`src/rtl/spi_tx_scheduler_if.sv`:
```
// spi_tx_scheduler_if
//   Bundles the requester handshakes and the SPI byte-shifter control lines
//   of the two-requester SPI transmit scheduler.
//   master : requester/shifter side (drives REQx, DATAx, SPI_WAIT)
//   slave  : scheduler side (drives ACKx, GNT, BUSY, ERR and the SPI_* controls)
//   Signals:
//     REQ0/REQ1    request, held until the matching ACK
//     DATA0/DATA1  request byte, stable while REQ is high
//     ACK0/ACK1    one-cycle completion pulse
//     GNT          one-hot grant {GNT1,GNT0}
//     BUSY         scheduler not idle
//     ERR          timeout indication, coincident with ACK
//     SPI_EN       shifter enable
//     SPI_RST      shifter reset (1 = idle, CS high)
//     SPI_DATA     byte presented to the shifter
//     SPI_WAIT     shifter busy/in-reset; 0 once the byte is done
interface spi_tx_scheduler_if;
  logic       REQ0;
  logic [7:0] DATA0;
  logic       ACK0;
  logic       REQ1;
  logic [7:0] DATA1;
  logic       ACK1;
  logic [1:0] GNT;
  logic       BUSY;
  logic       ERR;
  logic       SPI_EN;
  logic       SPI_RST;
  logic [7:0] SPI_DATA;
  logic       SPI_WAIT;

  modport master (
    output REQ0, DATA0, REQ1, DATA1, SPI_WAIT,
    input  ACK0, ACK1, GNT, BUSY, ERR, SPI_EN, SPI_RST, SPI_DATA
  );

  modport slave (
    input  REQ0, DATA0, REQ1, DATA1, SPI_WAIT,
    output ACK0, ACK1, GNT, BUSY, ERR, SPI_EN, SPI_RST, SPI_DATA
  );
endinterface

```
`src/rtl/spi_tx_scheduler.sv`:
```
// spi_tx_scheduler
//   Round-robin scheduler/sequencer placing bytes from two requesters onto a
//   single 8-bit SPI byte shifter. One requester is granted at a time; its byte
//   is latched onto SPI_DATA, the shifter is released from reset, completion
//   (SPI_WAIT low) or a timeout ends the transfer, the requester gets a
//   one-cycle ACK, and the shifter is held in reset for GAP_CYCLES before the
//   next arbitration.
//   Ports:
//     CLK  clock
//     RST  synchronous, active-high reset
//     bus  spi_tx_scheduler_if.slave (requester handshakes + shifter controls)
//   Parameters:
//     GAP_CYCLES  idle cycles with the shifter in reset between bytes (1..15)
//     TIMEOUT     RUN cycles before a transfer is aborted (20..255)
module spi_tx_scheduler #(
  parameter int unsigned GAP_CYCLES = 4,
  parameter int unsigned TIMEOUT    = 40
) (
  input  logic              CLK,
  input  logic              RST,
  spi_tx_scheduler_if.slave bus
);

  typedef enum logic [1:0] {IDLE, RUN, DONE, GAP} state_t;

  localparam logic [7:0] TCNT_LAST = 8'(TIMEOUT - 1);
  localparam logic [3:0] GCNT_LAST = 4'(GAP_CYCLES - 1);

  state_t     state;
  logic       last;   // requester granted most recently (1 after reset so 0 wins first)
  logic [7:0] tcnt;
  logic [3:0] gcnt;
  logic       pick;   // requester that would be granted this cycle

  // Contention goes to whoever was not served last; otherwise the lone requester.
  assign pick = (bus.REQ0 & bus.REQ1) ? ~last : bus.REQ1;

  always_ff @(posedge CLK) begin
    if (RST) begin
      state        <= IDLE;
      last         <= 1'b1;
      tcnt         <= 8'd0;
      gcnt         <= 4'd0;
      bus.ACK0     <= 1'b0;
      bus.ACK1     <= 1'b0;
      bus.ERR      <= 1'b0;
      bus.GNT      <= 2'b00;
      bus.BUSY     <= 1'b0;
      bus.SPI_EN   <= 1'b1;
      bus.SPI_RST  <= 1'b1;
      bus.SPI_DATA <= 8'h00;
    end else begin
      // ACK/ERR are single-cycle pulses, only raised on entry to DONE.
      bus.ACK0   <= 1'b0;
      bus.ACK1   <= 1'b0;
      bus.ERR    <= 1'b0;
      bus.SPI_EN <= 1'b1;
      case (state)
        IDLE: begin
          bus.SPI_RST <= 1'b1;
          bus.GNT     <= 2'b00;
          if (bus.REQ0 | bus.REQ1) begin
            bus.SPI_DATA <= pick ? bus.DATA1 : bus.DATA0;
            bus.GNT      <= pick ? 2'b10 : 2'b01;
            last         <= pick;
            bus.SPI_RST  <= 1'b0;
            bus.BUSY     <= 1'b1;
            tcnt         <= 8'd0;
            state        <= RUN;
          end
        end
        RUN: begin
          tcnt <= tcnt + 8'd1;
          // The shifter sits in reset (WAIT=1) outside RUN, so a low WAIT here
          // always belongs to the current byte. Completion wins over timeout.
          if (!bus.SPI_WAIT) begin
            bus.ACK0 <= bus.GNT[0];
            bus.ACK1 <= bus.GNT[1];
            state    <= DONE;
          end else if (tcnt == TCNT_LAST) begin
            bus.ACK0 <= bus.GNT[0];
            bus.ACK1 <= bus.GNT[1];
            bus.ERR  <= 1'b1;
            state    <= DONE;
          end
        end
        DONE: begin
          bus.SPI_RST <= 1'b1;
          bus.GNT     <= 2'b00;
          gcnt        <= 4'd0;
          state       <= GAP;
        end
        GAP: begin
          // Requests are deliberately not looked at until back in IDLE.
          gcnt <= gcnt + 4'd1;
          if (gcnt == GCNT_LAST) begin
            bus.BUSY <= 1'b0;
            state    <= IDLE;
          end
        end
        default: state <= IDLE;
      endcase
    end
  end

endmodule

```
`src/flat_wrapper.sv`:
```
// flat-port wrapper written by rule: the top's interface ports become plain ports
module spi_tx_scheduler_flat 
#(
  parameter int unsigned GAP_CYCLES = 4,
  parameter int unsigned TIMEOUT    = 40
)
  (CLK, RST, bus_REQ0, bus_DATA0, bus_REQ1, bus_DATA1, bus_SPI_WAIT, bus_ACK0, bus_ACK1, bus_GNT, bus_BUSY, bus_ERR, bus_SPI_EN, bus_SPI_RST, bus_SPI_DATA);
  spi_tx_scheduler_if bus_i ();
  input  logic CLK;
  input  logic RST;
  input wire logic [$bits(bus_i.REQ0)-1:0] bus_REQ0;
  input wire logic [$bits(bus_i.DATA0)-1:0] bus_DATA0;
  input wire logic [$bits(bus_i.REQ1)-1:0] bus_REQ1;
  input wire logic [$bits(bus_i.DATA1)-1:0] bus_DATA1;
  input wire logic [$bits(bus_i.SPI_WAIT)-1:0] bus_SPI_WAIT;
  output wire logic [$bits(bus_i.ACK0)-1:0] bus_ACK0;
  output wire logic [$bits(bus_i.ACK1)-1:0] bus_ACK1;
  output wire logic [$bits(bus_i.GNT)-1:0] bus_GNT;
  output wire logic [$bits(bus_i.BUSY)-1:0] bus_BUSY;
  output wire logic [$bits(bus_i.ERR)-1:0] bus_ERR;
  output wire logic [$bits(bus_i.SPI_EN)-1:0] bus_SPI_EN;
  output wire logic [$bits(bus_i.SPI_RST)-1:0] bus_SPI_RST;
  output wire logic [$bits(bus_i.SPI_DATA)-1:0] bus_SPI_DATA;
  assign bus_i.REQ0 = bus_REQ0;
  assign bus_i.DATA0 = bus_DATA0;
  assign bus_i.REQ1 = bus_REQ1;
  assign bus_i.DATA1 = bus_DATA1;
  assign bus_i.SPI_WAIT = bus_SPI_WAIT;
  assign bus_ACK0 = bus_i.ACK0;
  assign bus_ACK1 = bus_i.ACK1;
  assign bus_GNT = bus_i.GNT;
  assign bus_BUSY = bus_i.BUSY;
  assign bus_ERR = bus_i.ERR;
  assign bus_SPI_EN = bus_i.SPI_EN;
  assign bus_SPI_RST = bus_i.SPI_RST;
  assign bus_SPI_DATA = bus_i.SPI_DATA;
  spi_tx_scheduler #(.GAP_CYCLES(GAP_CYCLES), .TIMEOUT(TIMEOUT)) u_core (.CLK(CLK), .RST(RST), .bus(bus_i));
endmodule
```
`config.mk`:
```
export PLATFORM = sky130hd
export DESIGN_NAME = spi_tx_scheduler_flat
export DESIGN_NICKNAME = d
export VERILOG_FILES = /design/src/rtl/spi_tx_scheduler_if.sv /design/src/rtl/spi_tx_scheduler.sv /design/src/flat_wrapper.sv
export SDC_FILE = /design/constraint.sdc
export NUM_CORES = 1
export LEC_CHECK = 0
export ABC_AREA = 1
export CORE_MARGIN = 3
export CORE_UTILIZATION = 40
export DETAILED_ROUTE_END_ITERATION = 6
export PLACE_DENSITY = 0.74
export SKIP_CTS_REPAIR_TIMING = 1
export SLEW_MARGIN = 10
export SYNTH_ARGS = -nofsm -noshare
export SYNTH_HDL_FRONTEND = slang
export SYNTH_SLANG_ARGS = --single-unit
```
`constraint.sdc`:
```
create_clock -name CLK -period 1.39 [get_ports CLK]
set_input_delay 0.139 -clock CLK [delete_from_list [all_inputs] [get_ports CLK]]
set_output_delay 0.139 -clock CLK [all_outputs]
set_load 0.02 [all_outputs]
```
Yosys cells after proc, flatten, opt, wreduce, memory -nomap -nowiden
Cells that the tools add are included.
{"block": "word_totals", "output_inout_bits": 16, "register_bits": 30, "in_bits": 21, "elab_cells": 60}
{"block": "classes", "bitwise": 5, "reduce_logical": 11, "addsub": 2, "muxes": 23, "n_eq_ne": 8}
{"operator": "8-bit 2-to-1 mux", "count": 2}
{"operator": "8-bit case mux with 2 select lines", "count": 1}
{"operator": "2-bit 2-to-1 mux", "count": 6}
{"operator": "1-bit 2-to-1 mux", "count": 9}
{"operator": "8-bit by 1-bit adder with 8-bit output, second input constant", "count": 1}
{"operator": "8-bit by 6-bit == test with 1-bit output, second input constant", "count": 1}
{"operator": "2-bit case mux with 4 select lines", "count": 1}
{"operator": "4-bit case mux with 2 select lines", "count": 1}
{"operator": "2-bit nonzero test", "count": 4}
{"operator": "3-bit AND reduction", "count": 2}
{"operator": "4-bit by 1-bit adder with 4-bit output, second input constant", "count": 1}
{"operator": "2-bit == test, second input constant", "count": 2}
{"operator": "4-bit by 2-bit == test with 1-bit output, second input constant", "count": 1}
{"operator": "2-bit by 1-bit != test with 1-bit output, second input constant", "count": 2}
{"operator": "1-bit case mux with 2 select lines", "count": 2}
{"operator": "2-bit case mux with 2 select lines", "count": 1}
{"operator": "2-bit AND reduction", "count": 2}
{"operator": "3-bit by 2-bit != test with 1-bit output, second input constant", "count": 1}
{"operator": "1-bit NOT", "count": 3}
{"operator": "3-bit OR reduction", "count": 1}
{"operator": "2-bit by 1-bit == test with 1-bit output, second input constant", "count": 1}
{"operator": "2-bit logical NOT", "count": 1}
{"operator": "2-bit OR reduction", "count": 1}
{"operator": "1-bit AND", "count": 1}
{"operator": "1-bit OR", "count": 1}

Logic depth before layout (Yosys ltp)
Gate-level depths: netlist (run 1).
{"block": "depth", "word_depth": 5, "depth_mapped": 9, "depth_no_buf": 9}

Least setup slack after synthesis (run 1)
OpenSTA, ideal clock, no wires.
{"block": "synth_path", "path_type": "register to register", "start": "reg u_core.state[0]", "end": "reg u_core.state[0]", "setup_ns": 0.115, "synth_period_minus_slack_ns": 1.361, "path_stages_with_launch": 9, "arrival_time_ns": 1.246, "required_ns": 1.275, "setup_slack_ns": 0.029, "cell_sequence": "dfxtp_1 > inv_1 > ha_1 > nand2_4 > nand2_1 > nor2_1 > nand3_1 > nand2_1 > nor2_1"}
{"block": "synth_between", "elab_chain_len": 3, "word_cells_on_any_way": 9, "cone_classes": "eq/ne (6); mux (1); reduce/logical (2)"}
{"item": "from (decl)", "line_no": "spi_tx_scheduler.sv:29", "text": "state_t state;"}
{"item": "from (signal assigned)", "line_no": "spi_tx_scheduler.sv:40", "text": "state <= IDLE;"}
{"item": "from (signal assigned)", "line_no": "spi_tx_scheduler.sv:69", "text": "state <= RUN;"}
{"item": "from (signal assigned)", "line_no": "spi_tx_scheduler.sv:79", "text": "state <= DONE;"}
{"item": "2-bit by 1-bit == test with 1-bit output (tied with other cells)", "line_no": "spi_tx_scheduler.sv:58", "text": "case (state)"}
{"item": "3-bit by 2-bit != test with 1-bit output (no line) or 2-bit by 1-bit != test with 1-bit output (tied branches)"}
{"item": "3-bit AND reduction (no line)"}
Parallel ways exist; a longest one is shown, timed or not.
A chain may end at the register's enable or synchronous reset.

Final worst setup path (run 1)
{"block": "layout_path", "start": "reg u_core.state[0]", "end": "reg u_core.bus.BUSY"}
{"block": "layout_between", "elab_chain_len": 3, "word_cells_on_any_way": 7, "cone_classes": "eq/ne (3); mux (1); reduce/logical (3)"}
{"item": "2-bit == test or 2-bit logical NOT (tied branches)", "line_no": "spi_tx_scheduler.sv:58"}
{"item": "2-bit by 1-bit != test with 1-bit output (no line) or 2-bit nonzero test (tied branches)"}
{"item": "3-bit AND reduction (no line)"}
{"item": "to (signal assigned)", "line_no": "spi_tx_scheduler.sv:48", "text": "bus.BUSY <= 1'b0;"}
{"item": "to (signal assigned)", "line_no": "spi_tx_scheduler.sv:67", "text": "bus.BUSY <= 1'b1;"}
{"item": "to (signal assigned)", "line_no": "spi_tx_scheduler.sv:97", "text": "bus.BUSY <= 1'b0;"}
{"item": "to (decl)", "line_no": "spi_tx_scheduler_if.sv:39", "text": "output ACK0, ACK1, GNT, BUSY, ERR, SPI_EN, SPI_RST, SPI_DATA"}
Parallel ways exist; a longest one is shown, timed or not.

==> results.json, run 1 <==
{
  "status": "finished, final reports clean",
  "finalSetupTns_ns": 0,
  "period_share": 0.977,
  "drtAntennaViolNets": 0,
  "cts.sinks": 30,
  "r2r_cells": 7,
  "ys_seq_area_frac": 0.415,
  "grt.total_usage": 0.164,
  "rsz0062_at_grt": "yes",
  "drt-pass1-iter-count": 4,
  "num_vias": 1455,
  "slew_viol_final": 0,
  "cts_max_level": 2,
  "rrSetupSlack_ns": 0.03,
  "synth_edf_count": 0,
  "diodes": 0,
  "netlist_instances": 196,
  "syn-num-nets": 224,
  "netlist.top_cell.by_area": "dfxtp_1",
  "io_pins": 37,
  "skew_ns": 0.0133,
  "drive_gt1_frac": 0.216,
  "drc": 0,
  "final.min_clock_period_ns": 1.36,
  "dieArea_um2": 4380,
  "hold_violations": 0,
  "final_nets": 286,
  "hp-start": "bus_DATA0[0]",
  "numPortBuffers": 35,
  "syn-cell-area_um2": 1450,
  "grt_use_met1": 0.186,
  "synth_most_common_cell": "nor2_1",
  "die_h_um": 66.2,
  "finalWirelength_mm": 3.50,
  "setup_viol": 0,
  "path_class": "reg2reg",
  "place_inst": 297,
  "dp_hpwl_mm": 2.53,
  "fmax_mhz": 736,
  "cts_root_buffer": "clkbuf_4",
  "rr_startpoint": "u_core.state[0]$_SDFFE_PP0P_",
  "synth_top_area_share": 0.415,
  "grt_max_degree": 19,
  "power.density_nw_per_um2": 1700,
  "yosys_warnings": 0,
  "drt_iter0_markers": 70,
  "netlist_top_cells_count": "nor2_1, nand2_1, dfxtp_1, inv_1, nand3_1",
  "crit_arrival_ns": 1.63,
  "p_leak_uw": 0.00116,
  "clkLatencyLatePin_ns": 0.34,
  "num-fill-cells": 305,
  "wl_per_cell_um": 11.5,
  "cts_tree": "built",
  "maxCapViolCount": 0,
  "num_rows": 21,
  "start_util": 0.424,
  "synth_area_leaders": "dfxtp_1, nor2_1, nand2_1, ha_1, nand3_1",
  "coreArea_um2": 3420,
  "synth_cell_types": 25,
  "synth-seq-cells": 30,
  "grt_pass1_vias": 1308,
  "ys_async_sr_fraction": 0,
  "clkTransAtPathRegs_ns": 0.10,
  "layout.cells.non_filler": 305,
  "top_usage_layer": "met2",
  "cts_buffers": 5,
  "worstHoldEndpoint": "u_core.bus.SPI_DATA[0]$_SDFFE_PP0P_",
  "gp_congestion": 0.825,
  "use_met3": 0.0697,
  "startpoint_type": "flop",
  "r2r_end": "u_core.bus.BUSY$_SDFFE_PP0P_",
  "end_kind": "flop",
  "worstPathMaxFanout": 5,
  "gr-usage-met2": 0.273,
  "hp-class": "in2reg",
  "antenna_found_initial": 0,
  "cp_data_required_time_ns": 1.66,
  "viasPerCell": 4.77,
  "syn2layout_area_growth_pct": 54.1,
  "grt_remaining_overflow": 0,
  "syn_area_per_cell_um2": 7.39,
  "die_x_um": 66.2,
  "ys.flop_type": "dfxtp_1",
  "clockBufferDepth": 2,
  "whs_path_depth": 3,
  "ir_drop_uv": 1120,
  "grt_pass1_wl_mm": 5.49
}
## registers in the layout, indices dropped and copies added (netlist names)
signal,count
u_core.bus.ACK1,1
u_core.bus.ACK0,1
u_core.tcnt,8
u_core.gcnt,4
u_core.bus.SPI_RST,1
u_core.bus.BUSY,1
u_core.bus.ERR,1
u_core.bus.SPI_DATA,8
u_core.last,1
u_core.state,2
u_core.bus.GNT,2
## cells in the final DEF, fill, tap and decap left out, types with 2 or more instances in the layout
| cell | n |
|---|---|
| inv_1 | 15 |
| nand2_4 | 3 |
| bufinv_16 | 2 |
| o21ai_1 | 2 |
| clkinv_1 | 2 |
| ha_2 | 3 |
| ha_1 | 3 |
| dlymetal6s2s_1 | 15 |
| o31ai_1 | 8 |
| nand2_1 | 35 |
| o21ai_0 | 4 |
| dfxtp_2 | 4 |
| nand2_2 | 4 |
| nor2_4 | 3 |
| inv_2 | 2 |
| buf_4 | 21 |
| dfxtp_1 | 26 |
| nand4_1 | 2 |
| clkbuf_4 | 5 |
| nand3_1 | 16 |
| nor2_1 | 35 |
| a21oi_1 | 14 |
| clkdlybuf4s50_1 | 20 |
## stage by stage
stage | cell area [µm²] | total power [µW] | setup slack [ns] | util | hold slack (ns)
final | 2230 | 3800 | 0.0318 | 0.653 | 0.388
after global routing | 2230 | 4060 | -0.0481 | 0.653 | 0.388
after CTS | 2130 | 3730 | -0.136 | 0.624 | 0.379
after detailed placement | 2020 | 2790 | -0.123 | 0.592 | 0.423
after global placement | 2020 | 2770 | -0.0782 | 0.592 | 0.417
after floorplan | 1450 | 2040 | 0.0290 | - | 0.208
## cell type report
cell class,instances,area (µm²),area share
clock buffers,6,51.3,0.0230
inverters,20,77.6,0.0348
flip-flops and latches,30,606,0.271
clock inverters,2,60.1,0.0269
multi-input cells,144,813,0.365
well taps,46,57.6,0.0258
repair buffers,57,566,0.254
## metal layers
metal,vias to the layer above,routed length [µm]
met5,-,0
met4,0,76
met2,50,1570
met1,627,1580
li1,767,-
met3,11,273
## worst max path at each step
stage | from | end | slack, ns | depth (start not counted)
CTS | u_core.bus.GNT[1]$_SDFFE_PP0P_ | bus_GNT[1] | -0.14 | 1
floorplan | u_core.state[0]$_SDFFE_PP0P_ | u_core.state[0]$_SDFFE_PP0P_ | 0.03 | 8
global route | u_core.state[1]$_SDFFE_PP0P_ | u_core.state[0]$_SDFFE_PP0P_ | -0.05 | 8
global placement | bus_REQ1 | u_core.state[0]$_SDFFE_PP0P_ | -0.08 | 8
finish | u_core.state[0]$_SDFFE_PP0P_ | u_core.bus.BUSY$_SDFFE_PP0P_ | 0.03 | 7
detailed placement | bus_REQ1 | u_core.state[0]$_SDFFE_PP0P_ | -0.12 | 8
## cells by family (layout without fill, tap and decap cells)
| group | count (synthesis) | count (layout) | share of synthesized area |
|---|---|---|---|
| and+or+nand+nor | 102 | 102 | 0.318 |
| AOI/OAI and AO/OA | 34 | 34 | 0.142 |
| DFF | 30 | 30 | 0.415 |
| buffers and inverters | 22 | 85 | 0.0622 |
| adders and majority gates | 7 | 7 | 0.0605 |
| other | 1 | 1 | 0.00259 |
## worst max-delay path: stages (launching register included)
cell and delay, ns:
dfxtp_2 0.34, buf_4 0.13, ha_2 0.20, inv_1 0.14, buf_4 0.14, nand2_1 0.04
nor3b_2 0.15, o21ai_0 0.14
## power breakdown
group	internal [µW]	total (µW)	switching [µW]	leakage (µW)
clock network	609	928	319	0.0000585
logic	797	1710	915	0.000854
registers	1050	1160	111	0.000247
total	2450	3800	1350	0.00116
(Power assumes the default switching activity.)
==> run 2, diff against run 1 <==
--- a/config.mk
+++ b/config.mk
@@ -11,7 +11,7 @@
 export DETAILED_ROUTE_END_ITERATION = 6
 export PLACE_DENSITY = 0.74
 export SKIP_CTS_REPAIR_TIMING = 1
-export SLEW_MARGIN = 10
+export SLEW_MARGIN = 20
 export SYNTH_ARGS = -nofsm -noshare
 export SYNTH_HDL_FRONTEND = slang
 export SYNTH_SLANG_ARGS = --single-unit
==> results of run 2 <==
Same layout as run 1: the final DEF is identical, and so are final timing and power.
==> run 3, diff against run 2 <==
--- a/config.mk
+++ b/config.mk
@@ -6,7 +6,7 @@
 export NUM_CORES = 1
 export LEC_CHECK = 0
 export ABC_AREA = 1
-export CORE_MARGIN = 3
+export CORE_MARGIN = 8
 export CORE_UTILIZATION = 40
 export DETAILED_ROUTE_END_ITERATION = 6
 export PLACE_DENSITY = 0.74
==> run 3 against run 2 <==
Effect of this change:
- flip-flop and latch count unchanged
- clock-buffer cell count down 1
- fmax up 2.0%
==> results.json, run 3 (synthesis gave the netlist of run 1 again) <==
{
  "whs_ns": 0.376,
  "drc": 0,
  "grt_pass1_vias": 1538,
  "grt_remaining_overflow": 0,
  "slew_viol_final": 0,
  "antenna_found_initial": 0,
  "grt.total_usage": 0.138,
  "final_nets": 282,
  "maxCapViolCount": 0,
  "io_pins": 37,
  "p_sw_uw": 1420,
  "final.min_clock_period_ns": 1.33,
  "start_util": 0.405,
  "crit_arrival_ns": 1.57,
  "numPortBuffers": 35,
  "layout_commonest_cell": "nor2_1",
  "cts_root_buffer": "clkbuf_4",
  "grt_max_degree": 19,
  "switching_share": 0.391,
  "reg_top3": "u_core.bus.SPI_DATA: 8 flops, u_core.tcnt: 8 flops, u_core.gcnt: 4 flops",
  "end_kind": "flop",
  "intPower_uw": 2210,
  "ir_drop_uv": 1140,
  "drt-pass1-iter-count": 4,
  "status": "finished, final reports clean",
  "seqPwrFrac": 0.318,
  "setup_viol": 0,
  "diodes": 0,
  "cp_data_required_time_ns": 1.63,
  "drive_gt1_frac": 0.224,
  "die_x_um": 76.2,
  "num_vias": 1462,
  "grt_pass1_wl_mm": 6.69,
  "num_rows": 22,
  "clkPwrFrac": 0.198,
  "drt_iter0_markers": 113,
  "die_h_um": 76.2,
  "viasPerCell": 4.83,
  "finalWirelength_mm": 3.87,
  "clockBufferDepth": 2,
  "cts.sinks": 30,
  "dp_hpwl_mm": 2.77,
  "drtAntennaViolNets": 0,
  "startpoint_type": "flop",
  "cts_max_level": 2,
  "period_share": 0.958,
  "hold_violations": 0,
  "dieArea_um2": 5800,
  "utilization": 0.616,
  "cts_tree": "built",
  "hp-class": "in2reg",
  "clkLatencyLatePin_ns": 0.35,
  "fmax_mhz": 751,
  "total_power_uw": 3630,
  "path_class": "reg2reg",
  "finalSetupTns_ns": 0,
  "power.density_nw_per_um2": 1650,
  "clkTransAtPathRegs_ns": 0.12,
  "final_cell_mix": "nor2_1, nand2_1, dfxtp_1",
  "cts_buffers": 5,
  "combPwrFrac": 0.484,
  "worstPathMaxFanout": 5,
  "gp_congestion": 0.789,
  "coreArea_um2": 3580,
  "wl_per_cell_um": 12.8,
  "skew_ns": 0.0194,
  "layout.cells.non_filler": 303,
  "syn2layout_area_growth_pct": 52.4,
  "place_inst": 295,
  "p_leak_uw": 0.00113
}
==> run 3: changes by cell type in the layout (fill, tap and decap cells not counted), sizes merged <==
| cell | before | now |
|---|---|---|
| buf | 22 | 18 |
| bufinv | 2 | 1 |
| clkbuf | 6 | 5 |
| clkinvlp | 0 | 2 |
==> run 3: worst paths after layout <==
kind | from | to | slack (ns) | depth (start not counted)
worst max-delay path | u_core.state[1]$_SDFFE_PP0P_ | u_core.state[0]$_SDFFE_PP0P_ | 0.06 | 7
worst min-delay path | bus_DATA0[4] | u_core.bus.SPI_DATA[4]$_SDFFE_PP0P_ | 0.38 | 3
worst max register to register | u_core.state[1]$_SDFFE_PP0P_ | u_core.state[0]$_SDFFE_PP0P_ | 0.06 | 7
worst min register to register | u_core.gcnt[3]$_SDFFE_PP0P_ | u_core.gcnt[3]$_SDFFE_PP0P_ | 0.45 | 1
==> run 3: critical path: stages, from the launching register on <==
cell     delay, ns
dfxtp_1       0.35
buf_4         0.14
ha_4          0.15
inv_1         0.08
a21oi_2       0.20
nor2_4        0.08
a21oi_1       0.15
nor2_1        0.06
==> run 3: metrics by stage <==
stage	setup WS, ns	cell area [µm²]
after floorplan	0.0290	1450
after global placement	-0.0801	1990
after detailed placement	-0.143	1990
after CTS	-0.138	2080
after global routing	-0.0311	2210
final	0.0587	2210
==> run 3: per-layer routing <==
metal  global-route usage  vias up  part of all wire
met5                    0        -                 0
met4               0.0750        0             0.020
met3               0.0649        8             0.076
met2                0.218       38              0.45
met1                0.151      658              0.45
li1                     -      758                 -
==> run 3: final cells by class <==
cell class / count / area, µm²
fill: 320 / 1370
multi-input combinational: 144 / 843
sequential: 30 / 607
timing repair buffer: 53 / 536
inverter: 20 / 77.6
tap: 48 / 60.1
clock inverter: 3 / 45.0
clock buffer: 5 / 37.5
==> run 3: power by group through the flow <==
stage / clock network (µW) / registers, µW / logic, µW
6_report: 717 / 1150 / 1760
5_1_grt: 781 / 1180 / 1930
2_1_floorplan: 0 / 1300 / 737
3_5_place_dp: 0 / 1160 / 1590
3_3_place_gp: 0 / 1160 / 1570
4_1_cts: 729 / 1150 / 1610
